File: config.mk
export PLATFORM = sky130hd
export DESIGN_NAME = time_set_ctrl
export DESIGN_NICKNAME = d
export VERILOG_FILES = /design/src/rtl/time_set_ctrl.sv
export SDC_FILE = /design/constraint.sdc
export NUM_CORES = 1
export LEC_CHECK = 0
export CORE_MARGIN = 10
export CORE_UTILIZATION = 60
export DETAILED_ROUTE_END_ITERATION = 8
export PLACE_DENSITY = 0.88
export SLEW_MARGIN = 20
export SYNTH_ARGS = -nofsm -noshare
export SYNTH_HDL_FRONTEND = slang
export SYNTH_HIERARCHICAL = 1
export SYNTH_SLANG_ARGS = --single-unit
File: constraint.sdc
create_clock -name clk -period 8.6 [get_ports clk]
set_input_delay 1.72 -clock clk [delete_from_list [all_inputs] [get_ports clk]]
set_output_delay 1.72 -clock clk [all_outputs]
set_load 0.05 [all_outputs]
File: src/rtl/time_set_ctrl.sv
// Button-driven time entry: debounced mode/up/down buttons walk an hours->minutes->seconds
// edit of a packed BCD time word, committed to the display bus with a one-cycle valid pulse.

module time_set_debounce #(
    parameter int unsigned CYCLES = 100000
) (
    input  logic clk_i,
    input  logic rst_ni,
    input  logic btn_i,
    output logic press_o
);
    localparam int CW = $clog2(CYCLES + 1);
    localparam logic [CW-1:0] LAST = CW'(CYCLES - 1);

    logic          syncMeta_q;
    logic          syncLevel_q;
    logic          level_q;
    logic          level_d;
    logic          levelDly_q;
    logic [CW-1:0] cnt_q;
    logic [CW-1:0] cnt_d;

    // The level is only accepted after CYCLES consecutive cycles of disagreement.
    always_comb begin
        cnt_d   = '0;
        level_d = level_q;
        if (syncLevel_q != level_q) begin
            if (cnt_q == LAST) begin
                level_d = syncLevel_q;
            end else begin
                cnt_d = cnt_q + 1'b1;
            end
        end
    end

    always_ff @(posedge clk_i or negedge rst_ni) begin
        if (!rst_ni) begin
            syncMeta_q  <= 1'b0;
            syncLevel_q <= 1'b0;
            level_q     <= 1'b0;
            levelDly_q  <= 1'b0;
            cnt_q       <= '0;
        end else begin
            syncMeta_q  <= btn_i;
            syncLevel_q <= syncMeta_q;
            level_q     <= level_d;
            levelDly_q  <= level_q;
            cnt_q       <= cnt_d;
        end
    end

    assign press_o = level_q & ~levelDly_q;
endmodule

module time_set_ctrl #(
    parameter int unsigned DEBOUNCE_CYCLES = 100000,
    parameter int unsigned TIMEOUT_CYCLES  = 1000000000,
    parameter int unsigned BLINK_CYCLES    = 50000000
) (
    input  logic        clk,
    input  logic        reset,
    input  logic        btn_mode,
    input  logic        btn_up,
    input  logic        btn_down,
    input  logic [19:0] cur_time,
    output logic [19:0] set_time,
    output logic        set_valid,
    output logic        editing,
    output logic [5:0]  blank_mask
);
    localparam logic [2:0] ST_IDLE     = 3'd0;
    localparam logic [2:0] ST_EDIT_HR  = 3'd1;
    localparam logic [2:0] ST_EDIT_MIN = 3'd2;
    localparam logic [2:0] ST_EDIT_SEC = 3'd3;
    localparam logic [2:0] ST_COMMIT   = 3'd4;

    localparam int TW = $clog2(TIMEOUT_CYCLES + 1);
    localparam int BW = $clog2(BLINK_CYCLES + 1);
    localparam logic [TW-1:0] TIMEOUT_LAST = TW'(TIMEOUT_CYCLES - 1);
    localparam logic [BW-1:0] BLINK_LAST   = BW'(BLINK_CYCLES - 1);

    logic          modePress;
    logic          upPress;
    logic          downPress;
    logic [2:0]    state_q;
    logic [2:0]    state_d;
    logic [19:0]   shadow_q;
    logic [19:0]   shadow_d;
    logic [19:0]   committed_q;
    logic [19:0]   committed_d;
    logic [TW-1:0] timeout_q;
    logic [TW-1:0] timeout_d;
    logic [BW-1:0] blinkCnt_q;
    logic [BW-1:0] blinkCnt_d;
    logic          blink_q;
    logic          blink_d;
    logic          inEdit;
    logic          stepReq;
    logic          timeoutHit;
    logic [2:0]    selTens;
    logic [3:0]    selUnits;
    logic [2:0]    maxTens;
    logic [3:0]    maxUnits;
    logic [6:0]    fieldNext;

    time_set_debounce #(.CYCLES(DEBOUNCE_CYCLES)) uDebMode (
        .clk_i(clk), .rst_ni(reset), .btn_i(btn_mode), .press_o(modePress)
    );
    time_set_debounce #(.CYCLES(DEBOUNCE_CYCLES)) uDebUp (
        .clk_i(clk), .rst_ni(reset), .btn_i(btn_up), .press_o(upPress)
    );
    time_set_debounce #(.CYCLES(DEBOUNCE_CYCLES)) uDebDown (
        .clk_i(clk), .rst_ni(reset), .btn_i(btn_down), .press_o(downPress)
    );

    // Out-of-range fields are treated as sitting at their maximum value.
    function automatic logic [6:0] stepField(
        input logic [2:0] tens,
        input logic [3:0] units,
        input logic [2:0] limTens,
        input logic [3:0] limUnits,
        input logic       up
    );
        logic       outOfRange;
        logic       atMax;
        logic       atZero;
        logic [6:0] result;
        outOfRange = (units > 4'd9) || (tens > limTens) ||
                     ((tens == limTens) && (units > limUnits));
        atMax      = outOfRange || ((tens == limTens) && (units == limUnits));
        atZero     = (tens == 3'd0) && (units == 4'd0);
        if (up) begin
            if (atMax) begin
                result = 7'd0;
            end else if (units == 4'd9) begin
                result = {tens + 3'd1, 4'd0};
            end else begin
                result = {tens, units + 4'd1};
            end
        end else begin
            if (outOfRange || atZero) begin
                result = {limTens, limUnits};
            end else if (units == 4'd0) begin
                result = {tens - 3'd1, 4'd9};
            end else begin
                result = {tens, units - 4'd1};
            end
        end
        return result;
    endfunction

    assign inEdit     = (state_q == ST_EDIT_HR) || (state_q == ST_EDIT_MIN) ||
                        (state_q == ST_EDIT_SEC);
    assign stepReq    = inEdit && !modePress && (upPress ^ downPress);
    assign timeoutHit = (timeout_q == TIMEOUT_LAST);

    always_comb begin
        selTens  = shadow_q[6:4];
        selUnits = shadow_q[3:0];
        maxTens  = 3'd5;
        maxUnits = 4'd9;
        case (state_q)
            ST_EDIT_HR: begin
                selTens  = {1'b0, shadow_q[19:18]};
                selUnits = shadow_q[17:14];
                maxTens  = 3'd2;
                maxUnits = 4'd3;
            end
            ST_EDIT_MIN: begin
                selTens  = shadow_q[13:11];
                selUnits = shadow_q[10:7];
            end
            default: ;
        endcase
        fieldNext = stepField(selTens, selUnits, maxTens, maxUnits, upPress);
    end

    // Mode presses take priority over a timeout landing in the same cycle.
    always_comb begin
        state_d     = state_q;
        shadow_d    = shadow_q;
        committed_d = committed_q;
        case (state_q)
            ST_IDLE: begin
                if (modePress) begin
                    state_d  = ST_EDIT_HR;
                    shadow_d = cur_time;
                end
            end
            ST_EDIT_HR: begin
                if (modePress) begin
                    state_d = ST_EDIT_MIN;
                end else if (timeoutHit) begin
                    state_d = ST_IDLE;
                end
            end
            ST_EDIT_MIN: begin
                if (modePress) begin
                    state_d = ST_EDIT_SEC;
                end else if (timeoutHit) begin
                    state_d = ST_IDLE;
                end
            end
            ST_EDIT_SEC: begin
                if (modePress) begin
                    state_d     = ST_COMMIT;
                    committed_d = shadow_q;
                end else if (timeoutHit) begin
                    state_d = ST_IDLE;
                end
            end
            default: state_d = ST_IDLE;
        endcase

        if (stepReq) begin
            case (state_q)
                ST_EDIT_HR:  shadow_d[19:14] = {fieldNext[5:4], fieldNext[3:0]};
                ST_EDIT_MIN: shadow_d[13:7]  = fieldNext;
                default:     shadow_d[6:0]   = fieldNext;
            endcase
        end
    end

    always_comb begin
        if (!inEdit || modePress || stepReq) begin
            timeout_d = '0;
        end else begin
            timeout_d = timeout_q + 1'b1;
        end
    end

    // The blink phase restarts so a freshly changed field is visible immediately.
    always_comb begin
        blinkCnt_d = blinkCnt_q + 1'b1;
        blink_d    = blink_q;
        if ((state_d != state_q) || stepReq) begin
            blinkCnt_d = '0;
            blink_d    = 1'b0;
        end else if (blinkCnt_q == BLINK_LAST) begin
            blinkCnt_d = '0;
            blink_d    = ~blink_q;
        end
    end

    always_ff @(posedge clk or negedge reset) begin
        if (!reset) begin
            state_q     <= ST_IDLE;
            shadow_q    <= '0;
            committed_q <= '0;
            timeout_q   <= '0;
            blinkCnt_q  <= '0;
            blink_q     <= 1'b0;
        end else begin
            state_q     <= state_d;
            shadow_q    <= shadow_d;
            committed_q <= committed_d;
            timeout_q   <= timeout_d;
            blinkCnt_q  <= blinkCnt_d;
            blink_q     <= blink_d;
        end
    end

    always_comb begin
        case (state_q)
            ST_EDIT_HR:  blank_mask = {blink_q, blink_q, 4'b0000};
            ST_EDIT_MIN: blank_mask = {2'b00, blink_q, blink_q, 2'b00};
            ST_EDIT_SEC: blank_mask = {4'b0000, blink_q, blink_q};
            default:     blank_mask = 6'b000000;
        endcase
    end

    assign editing   = inEdit;
    assign set_valid = (state_q == ST_COMMIT);
    assign set_time  = inEdit ? shadow_q : committed_q;
endmodule

# ---- After elaboration in Yosys (flattened, before gate mapping)
# Index checks and enable logic that the tools add are counted.
# Widths: inputs -> output; s select.
dict set report op_classes {
  bitwise_logic 8
  mux 34
  eq_ne 16
  order_cmp 3
  n_reduce_logical 25
  add_sub_neg 9
}
# op count
set op_table {}
lappend op_table {{$mux 17} 6}
lappend op_table {{$mux 20} 4}
lappend op_table {{$mux 26} 2}
lappend op_table {{$add 17x1->17 const B} 3}
lappend op_table {{$eq 17x17->1 const B} 3}
lappend op_table {{$mux 7} 7}
lappend op_table {{$add 30x1->30 const B} 1}
lappend op_table {{$eq 30x30->1 const B} 1}
lappend op_table {{$mux 30} 1}
lappend op_table {{$add 26x1->26 const B} 1}
lappend op_table {{$eq 26x26->1 const B} 1}
lappend op_table {{$mux 3} 6}
lappend op_table {{$pmux 6 s3} 1}
lappend op_table {{$pmux 3 s4} 1}
lappend op_table {{$logic_or 1x1->1} 9}
lappend op_table {{$pmux 4 s2} 1}
lappend op_table {{$reduce_and 2->1} 4}
lappend op_table {{$eq 3x2->1 const B} 2}
lappend op_table {{$logic_not 3->1} 2}
lappend op_table {{$mux 6} 1}
lappend op_table {{$pmux 3 s2} 1}
lappend op_table {{$logic_and 1x1->1} 5}
lappend op_table {{$add 4x1->4 const B} 1}
lappend op_table {{$eq 4x4->1} 1}
lappend op_table {{21 further kinds} 30}
dict set report totals {
  output_inout_bits 28
  inputBits 25
  register_bits 163
  word_cells 116
}

# ---- Longest topological paths before layout
# Gate-level depths: netlist of run 1.
dict set report logic_depth {
  depth_word 10
  depth_mapped 15
  mapped_depth_nobuf 11
}

# ---- Cells and area by module
# Netlist of run 1, hierarchy kept.
# module area_each_um2 seq_area_each_um2 cells_each instances
set modules_own_cells {}
lappend modules_own_cells {time_set_ctrl 5784.3 2502.4 708 1}
lappend modules_own_cells {time_set_debounce 972.2 525.5 93 3}

# ---- Least setup slack after synthesis of run 1
# Ideal clock, no wire load.
dict set report synth_path {
  path_kind {register to output}
  start {register state_q[2]}
  end {output set_time[10]}
  required_time_ps 6880
  arrival_ps 2188
  path_buffers 3
  slack_ps 4692
  stages_incl_launch_ff 9
  cell_sequence {dfrtp_1 -> buf_6 -> inv_1 -> clkbuf_1 -> o21ai_1 -> inv_1 -> clkbuf_1 -> nand2_1 -> nand2_1}
}
dict set report synth_between {
  elab_chain_len 4
  word_cells_on_any_way 6
  cone_classes {eq/ne: 3; mux: 1; reduce/logical: 2}
}
# item line_no
set synth_lines {}
lappend synth_lines {{from (decl)} 85} ;# logic [2:0] state_q;
lappend synth_lines {{from (signal assigned)} 254} ;# state_q <= state_d;
lappend synth_lines {{$eq 3x1->1 or $eq 3x2->1 (tied branches)} 152} ;# assign inEdit = (state_q == ST_EDIT_HR) || (state_q == ST_EDIT_MIN) ||
lappend synth_lines {{$logic_or 1x1->1} 152}
lappend synth_lines {{$logic_or 1x1->1 *} 152}
lappend synth_lines {{named net editing} 68} ;# output logic editing,
lappend synth_lines {{$mux 20 *} 274} ;# assign set_time = inEdit ? shadow_q : committed_q;
lappend synth_lines {{to (decl)} 66} ;# output logic [19:0] set_time,
# The timed path passes the listed nets; every way through them passes the cells marked *.

# ---- Worst setup path after layout of run 1
dict set report layout_path {
  start {register state_q[2]}
  end {output set_time[19]}
}
dict set report layout_between {
  elab_chain_len 4
  word_cells_on_any_way 6
  cone_classes {eq/ne: 3; mux: 1; reduce/logical: 2}
}
# item line_no
set layout_lines {}
lappend layout_lines {{$eq 3x1->1 or $eq 3x2->1 (tied branches)} 152}
lappend layout_lines {{$logic_or 1x1->1} 152}
lappend layout_lines {{$logic_or 1x1->1 *} 152}
lappend layout_lines {{$mux 20 *} 274}
# Every way passes the cells marked *; elsewhere a longest branch is shown, timed or not.

==> results of run 1 <==
[power by group]
group | switching, W | internal (W) | leakage [nW]
Sequential | 0.00000427 | 0.000772 | 2.15
Combinational | 0.0000232 | 0.0000139 | 1.97
Clock | 0.000295 | 0.000471 | 0.272
Total | 0.000323 | 0.00126 | 4.40
[synth_stat cells, drive strengths merged, types with 2 or more instances]
| master | count | area share |
|---|---|---|
| or2 | 5 | 0.0036 |
| o32ai | 6 | 0.0069 |
| o21a | 5 | 0.0043 |
| clkbuf | 22 | 0.0099 |
| nand4 | 44 | 0.032 |
| nor4 | 12 | 0.0086 |
| nor2b | 9 | 0.0065 |
| o211ai | 5 | 0.0043 |
| nor4b | 3 | 0.0030 |
| o31a | 5 | 0.0050 |
| nor2 | 130 | 0.056 |
| buf | 24 | 0.016 |
| o2bb2ai | 2 | 0.0027 |
| nand3 | 40 | 0.025 |
| nand2b | 4 | 0.0037 |
| dfrtp | 163 | 0.47 |
| and3 | 36 | 0.026 |
| xor2 | 63 | 0.063 |
| o31ai | 5 | 0.0049 |
| or3 | 10 | 0.0072 |
| xnor2 | 31 | 0.031 |
| and2 | 7 | 0.0050 |
| mux2 | 3 | 0.0039 |
| or4 | 7 | 0.0060 |
| ha | 13 | 0.019 |
| and4 | 13 | 0.013 |
| a31oi | 12 | 0.0086 |
| nor3 | 13 | 0.0081 |
| inv | 25 | 0.011 |
| o21ai | 21 | 0.012 |
| nand2 | 202 | 0.087 |
| a21oi | 26 | 0.015 |
[registers in the layout, summed over array words and instances, names as in the netlist, 3 cells and up]
| register | cells |
|---|---|
| shadow_q | 20 |
| committed_q | 20 |
| timeout_q | 30 |
| uDebMode/cnt_q | 17 |
| uDebDown/cnt_q | 17 |
| uDebUp/cnt_q | 17 |
| blinkCnt_q | 26 |
| state_q | 3 |
[stage by stage]
stage / total power (W) / hold slack [ns] / utilization
4_1_cts: 0.00159 / 0.358 / 0.701
2_1_floorplan: 0.000798 / 0.331 / -
3_3_place_gp: 0.000827 / 0.335 / 0.658
6_report: 0.00158 / 0.357 / 0.702
3_5_place_dp: 0.000828 / 0.342 / 0.658
5_1_grt: 0.00163 / 0.363 / 0.702
[routing by layer]
metal	GRT usage	share of wire
met1	0.264	0.43
met2	0.312	0.47
met3	0.0490	0.070
met4	0.0777	0.029
met5	0	0
[cell families after synthesis]
kind of cell    after synthesis  share of synthesized area
simple gates                540                      0.296
flops                       163                      0.469
compound gates              102                     0.0800
xor+xnor                     94                     0.0946
buf+inv                      71                     0.0368
fa+ha+maj                    13                     0.0187
mux                           4                    0.00503
[path summary, 6_finish.rpt]
path                                startpoint              endpoint  slack (ns)  cells after the start
min in group asynchronous                reset    uDebMode/cnt_q[15]        1.34                      1
setup / recovery                    state_q[2]          set_time[19]        3.80                      6
max in group asynchronous                reset         timeout_q[26]        6.09                      2
hold reg to reg            uDebMode/syncMeta_q  uDebMode/syncLevel_q        0.36                      0
setup reg to reg                    state_q[2]          shadow_q[12]        4.73                     12
hold / removal             uDebMode/syncMeta_q  uDebMode/syncLevel_q        0.36                      0
[layout make-up]
| type | instances | share of cell area |
|---|---|---|
| clock inverters | 8 | 0.0130 |
| flip-flops and latches | 163 | 0.414 |
| multi-input cells | 753 | 0.438 |
| inverters | 25 | 0.00952 |
| well taps | 180 | 0.0229 |
| repair buffers | 55 | 0.0556 |
| clock buffers | 23 | 0.0475 |
==> run metrics, run 1 <==
sequential cell area=roughly 0.0041 mm^2; FF+latch count, synth=163; layout cells sized above 1=0.0536; wire per inst=16.5 um; total track usage=0.201; clk buf depth=2; post-synthesis sequential area ratio=0.469; gr ovfl total=0; Multi-input gate area=0.00431 mm^2; violation count after the first detailed-route iteration=637; Tmin final=between 4 and 5 ns; RSZ-0062 raised after global routing=no; critical path buffer and inverter count=3; Critical Path RT=6.88 ns; CP Data Arrival Time=3.08 ns; Finished Layout Cells=1207; DPL Wire Length=13300 um; Area Overhead vs Synth=13.3%; drt drc=0; Final Hold Fails=0; CP max-delay cell=clkdlybuf4s50_1; Peak VDD IR=between 0.1 and 0.15 mV; filler cell count=between 1000 and 1500; I/O Buffers=52; routed wire length=19900 um; Final Cycle Share=0.558; CTS buffer count=17; syn nets=1025; # hold bufs at CTS=0; dpl ws=4.30 ns; syn avg cell area=approximately 8.8 um^2; setup tns final=0 ns; first-pass GRT wire length=between 30000 and 40000 um; critical path's top delay family=buffers and inverters; Tightest Hold Check Type=flop to flop; Die Width=140 um; diode count=0; cell row count=between 40 and 50; Placed Area=0.00924 mm^2; Vert. Die Dim=140 um; antenna-violating nets left=0; PwrDens=160 mW/mm^2; Crit Path Category=flop to output pin; initial antenna violation count=0; max frequency=0.208 GHz; number of cells after detailed placement=1176; Post-CTS Setup Inserts=0; crit path max fanout=21; Via density=5.98; Yosys warnings=6; PostCTS Resize Cnt=0; Design Area, Final=0.00985 mm^2; core area=around 0.014 mm^2; Sink Count=163; post-layout net count=1053; clk_skew=0.00927 ns; cell count after synthesis=987; Worst path max stage delay=0.81 ns; maximum level of the CTS H-tree=4; leakage=4.40 nW; Final Wtd Congestion=0.938; Worst-path clk slew=0.07 ns; commonest cells after routing, fill and taps aside=nand2_1, dfrtp_1, nor2_1; post-synthesis async set-or-reset flop share=1.00; Top-Level Pins=53; EDFF count, synth=0; vias in the first global route=about 6800; Slew headroom=0.360; Setup crit start kind=flop; mapped cell area=0.00870 mm^2; routed via count=between 7000 and 8000; critical path capture point type=output pin; Slew Viols, Final=0; initial core utilization=0.620; Distinct cells, synth=67; leading register cell type out of synthesis=dfrtp_1; final setup vio count=0; final worst slack=around 3.8 ns; measured slew at the worst slew-check pin=0.958 ns; maxcap violations=0; commonest non-fill, non-tap cell in the layout=nand2_1; Worst-Skew Late Latency=0.42 ns; TritonCTS clock tree=done; DRT Pass-1 Iters=5; CTS root buf=clkbuf_16; run status=complete, no violations; die area=around 0.020 mm^2; crit-path cells=inv_1 > o21ai_1 > inv_1 > nand2_1 > nand2_1 > clkdlybuf4s50_1; largest net degree at the start of global routing=84
No activity file was read; power rests on OpenSTA's default activity.
==> inputs of run 2 (changes only) <==
CORE_UTILIZATION = 54   (was 60)
PLACE_DENSITY = 0.84   (was 0.88)
clock period = 4.25 ns   (was 8.6 ns; I/O delays follow)
==> run metrics, run 2 (same netlist as run 1, synthesis figures left out) <==
run status=complete, no violations; maxcap violations=0 (unchanged); Critical R2R Capture=shadow_q[15]; Placed Area=0.00925 mm^2 (about the same); routed via count=7085 (-1.9%); maximum level of the CTS H-tree=4 (unchanged); Final Hold Fails=0 (unchanged); Peak VDD IR=0.389 mV (+170%); commonest non-fill, non-tap cell in the layout=nand2_1; initial antenna violation count=0 (unchanged); critical path depth=9 (+3); Post-CTS Setup Inserts=0 (unchanged); Hold Path Cell Cnt=0 (unchanged); Largest register FFs=30 (unchanged); CTS buffer count=17 (unchanged); Die Width=147 um (+4.6%); measured slew at the worst slew-check pin=0.986 ns (+0.0279 ns); DRT Pass-1 Iters=7 (+2); diode count=0 (unchanged); Final Wtd Congestion=0.950 (+1.3%); clk_skew=0.00971 ns (+0.000440 ns); top flop regs=timeout_q x30, blinkCnt_q x26; worst hold margin=0.349 ns (-0.00718 ns); Sink Count=163 (unchanged); reg-to-reg slack, setup=0.52 ns (-4.21 ns); Vert. Die Dim=147 um (+4.6%); Area Overhead vs Synth=12.8%; I/O Buffers=52 (unchanged); clk buf depth=2 (unchanged); largest net degree at the start of global routing=98 (+17%); final setup vio count=0 (unchanged); Critical Path RT=4.59 ns (-2.29 ns); worst r2r src=state_q[0]; PwrDens=314 mW/mm^2 (+96%); hold path start=uDebUp/syncMeta_q; Biggest register=timeout_q; Final Cycle Share=0.877; Setup crit start kind=flop; Top-Level Pins=53 (unchanged); critical path capture point type=flop; leakage=4.44 nW (+1.0%); total power=0.00308 W (+95%); Worst path max stage delay=0.86 ns (+0.05 ns); Tmin final=around 3.7 ns; critical path's top delay family=simple AND/OR/NAND/NOR gates; Crit Path Category=flop to flop; max frequency=around 0.27 GHz; layout cells sized above 1=0.0759 (+0.0224); gr ovfl total=0 (unchanged); critical path buffer and inverter count=0 (-3); Worst-Skew Late Latency=0.42 ns (about the same); sequential cell area=0.00408 mm^2 (unchanged); post-layout net count=1055 (+0.19%); DPL Wire Length=13700 um (+2.4%); violation count after the first detailed-route iteration=514 (-19%); TritonCTS clock tree=done; Multi-input gate area=0.00431 mm^2 (unchanged); crit path max fanout=28 (+33%); crit-path cells=nand2b_4 > o32ai_1 > nor2_1 > ha_1 > o21ai_0 > a31oi_1 > nor3_1 > o21ai_0 > a31oi_1; core area=0.0158 mm^2 (+13%); CP Data Arrival Time=4.06 ns (+0.98 ns); commonest cells after routing, fill and taps aside=nand2_1, dfrtp_1, nor2_1; Design Area, Final=0.00981 mm^2 (-0.42%); filler cell count=1363 (+29%); cell row count=46 (+7.0%); # hold bufs at CTS=0 (unchanged); setup tns final=0 ns (unchanged); PostCTS Resize Cnt=0 (unchanged); Worst-path clk slew=0.06 ns (about the same); CP max-delay cell=dfrtp_1; drt drc=0 (unchanged); Tightest Hold Check Type=flop to flop; CTS root buf=clkbuf_16; vias in the first global route=6846 (+1.1%); Slew Viols, Final=0 (unchanged); depth of the worst register-to-register path=9 (-3); RSZ-0062 raised after global routing=no; antenna-violating nets left=0 (unchanged); WHS Endpoint=uDebUp/syncLevel_q; wire per inst=15.8 um (-4.5%); initial core utilization=0.550 (-0.0699); total track usage=0.184 (-0.0167); routed wire length=19600 um (-1.6%); die area=0.0216 mm^2 (+9.5%); first-pass GRT wire length=33400 um (+0.94%); Via density=5.70 (-4.7%); Slew headroom=0.338 (-0.0221)
==> run 2: changes by cell type in the layout (fill, tap and decap cells not counted), sizes merged <==
cell,previous run,this run
bufinv,3,1
clkinv,0,3
inv,25,26
clkdlybuf4s50,51,30
clkbuf,23,22
clkinvlp,5,2
buf,4,27
==> run 2: worst max-delay path by stage <==
stage | from | endpoint | slack, ns
floorplan | state_q[2] | set_time[10] | 1.21
global placement | state_q[0] | shadow_q[15] | 0.76
detailed placement | state_q[0] | shadow_q[3] | 0.65
CTS | state_q[0] | shadow_q[3] | 0.63
global route | state_q[0] | shadow_q[3] | 0.22
finish | state_q[0] | shadow_q[15] | 0.52
==> run 2: report_power, final <==
part           total [W]  switching (W)  leakage, nW  internal, W
clock network    0.00144       0.000591        0.265     0.000845
registers        0.00157     0.00000833         2.15      0.00156
logic          0.0000753      0.0000468         2.03    0.0000285
==> run 2: worst reg2reg max path, stage by stage, from the launching register on <==
cell	delay, ns
dfrtp_1	0.86
nand2b_4	0.32
o32ai_1	0.12
nor2_1	0.45
ha_1	0.34
o21ai_0	0.26
a31oi_1	0.12
nor3_1	0.60
o21ai_0	0.33
a31oi_1	0.25
==> run 2: through the flow <==
stage | instances | util | setup WS, ns
after floorplan | 987 | - | 1.21
after global placement | 1214 | 0.585 | 0.763
after detailed placement | 1214 | 0.585 | 0.648
after CTS | 1243 | 0.619 | 0.627
after global routing | 1243 | 0.620 | 0.225
final | 1243 | 0.620 | 0.523
==> run 2: area by class of cell <==
cell class              count  share of cell area
inverters                  25             0.00956
flip-flops and latches    163               0.416
multi-input cells         753               0.440
well taps                 216              0.0275
clock buffers              22              0.0483
clock inverters             7             0.00778
repair buffers             57              0.0516
==> run 2: layer usage <==
metal,GRT usage,vias up,part of all wire
li1,-,3442,-
met5,0,-,0
met4,0.0619,0,0.019
met2,0.298,196,0.48
met1,0.243,3419,0.45
met3,0.0356,28,0.051
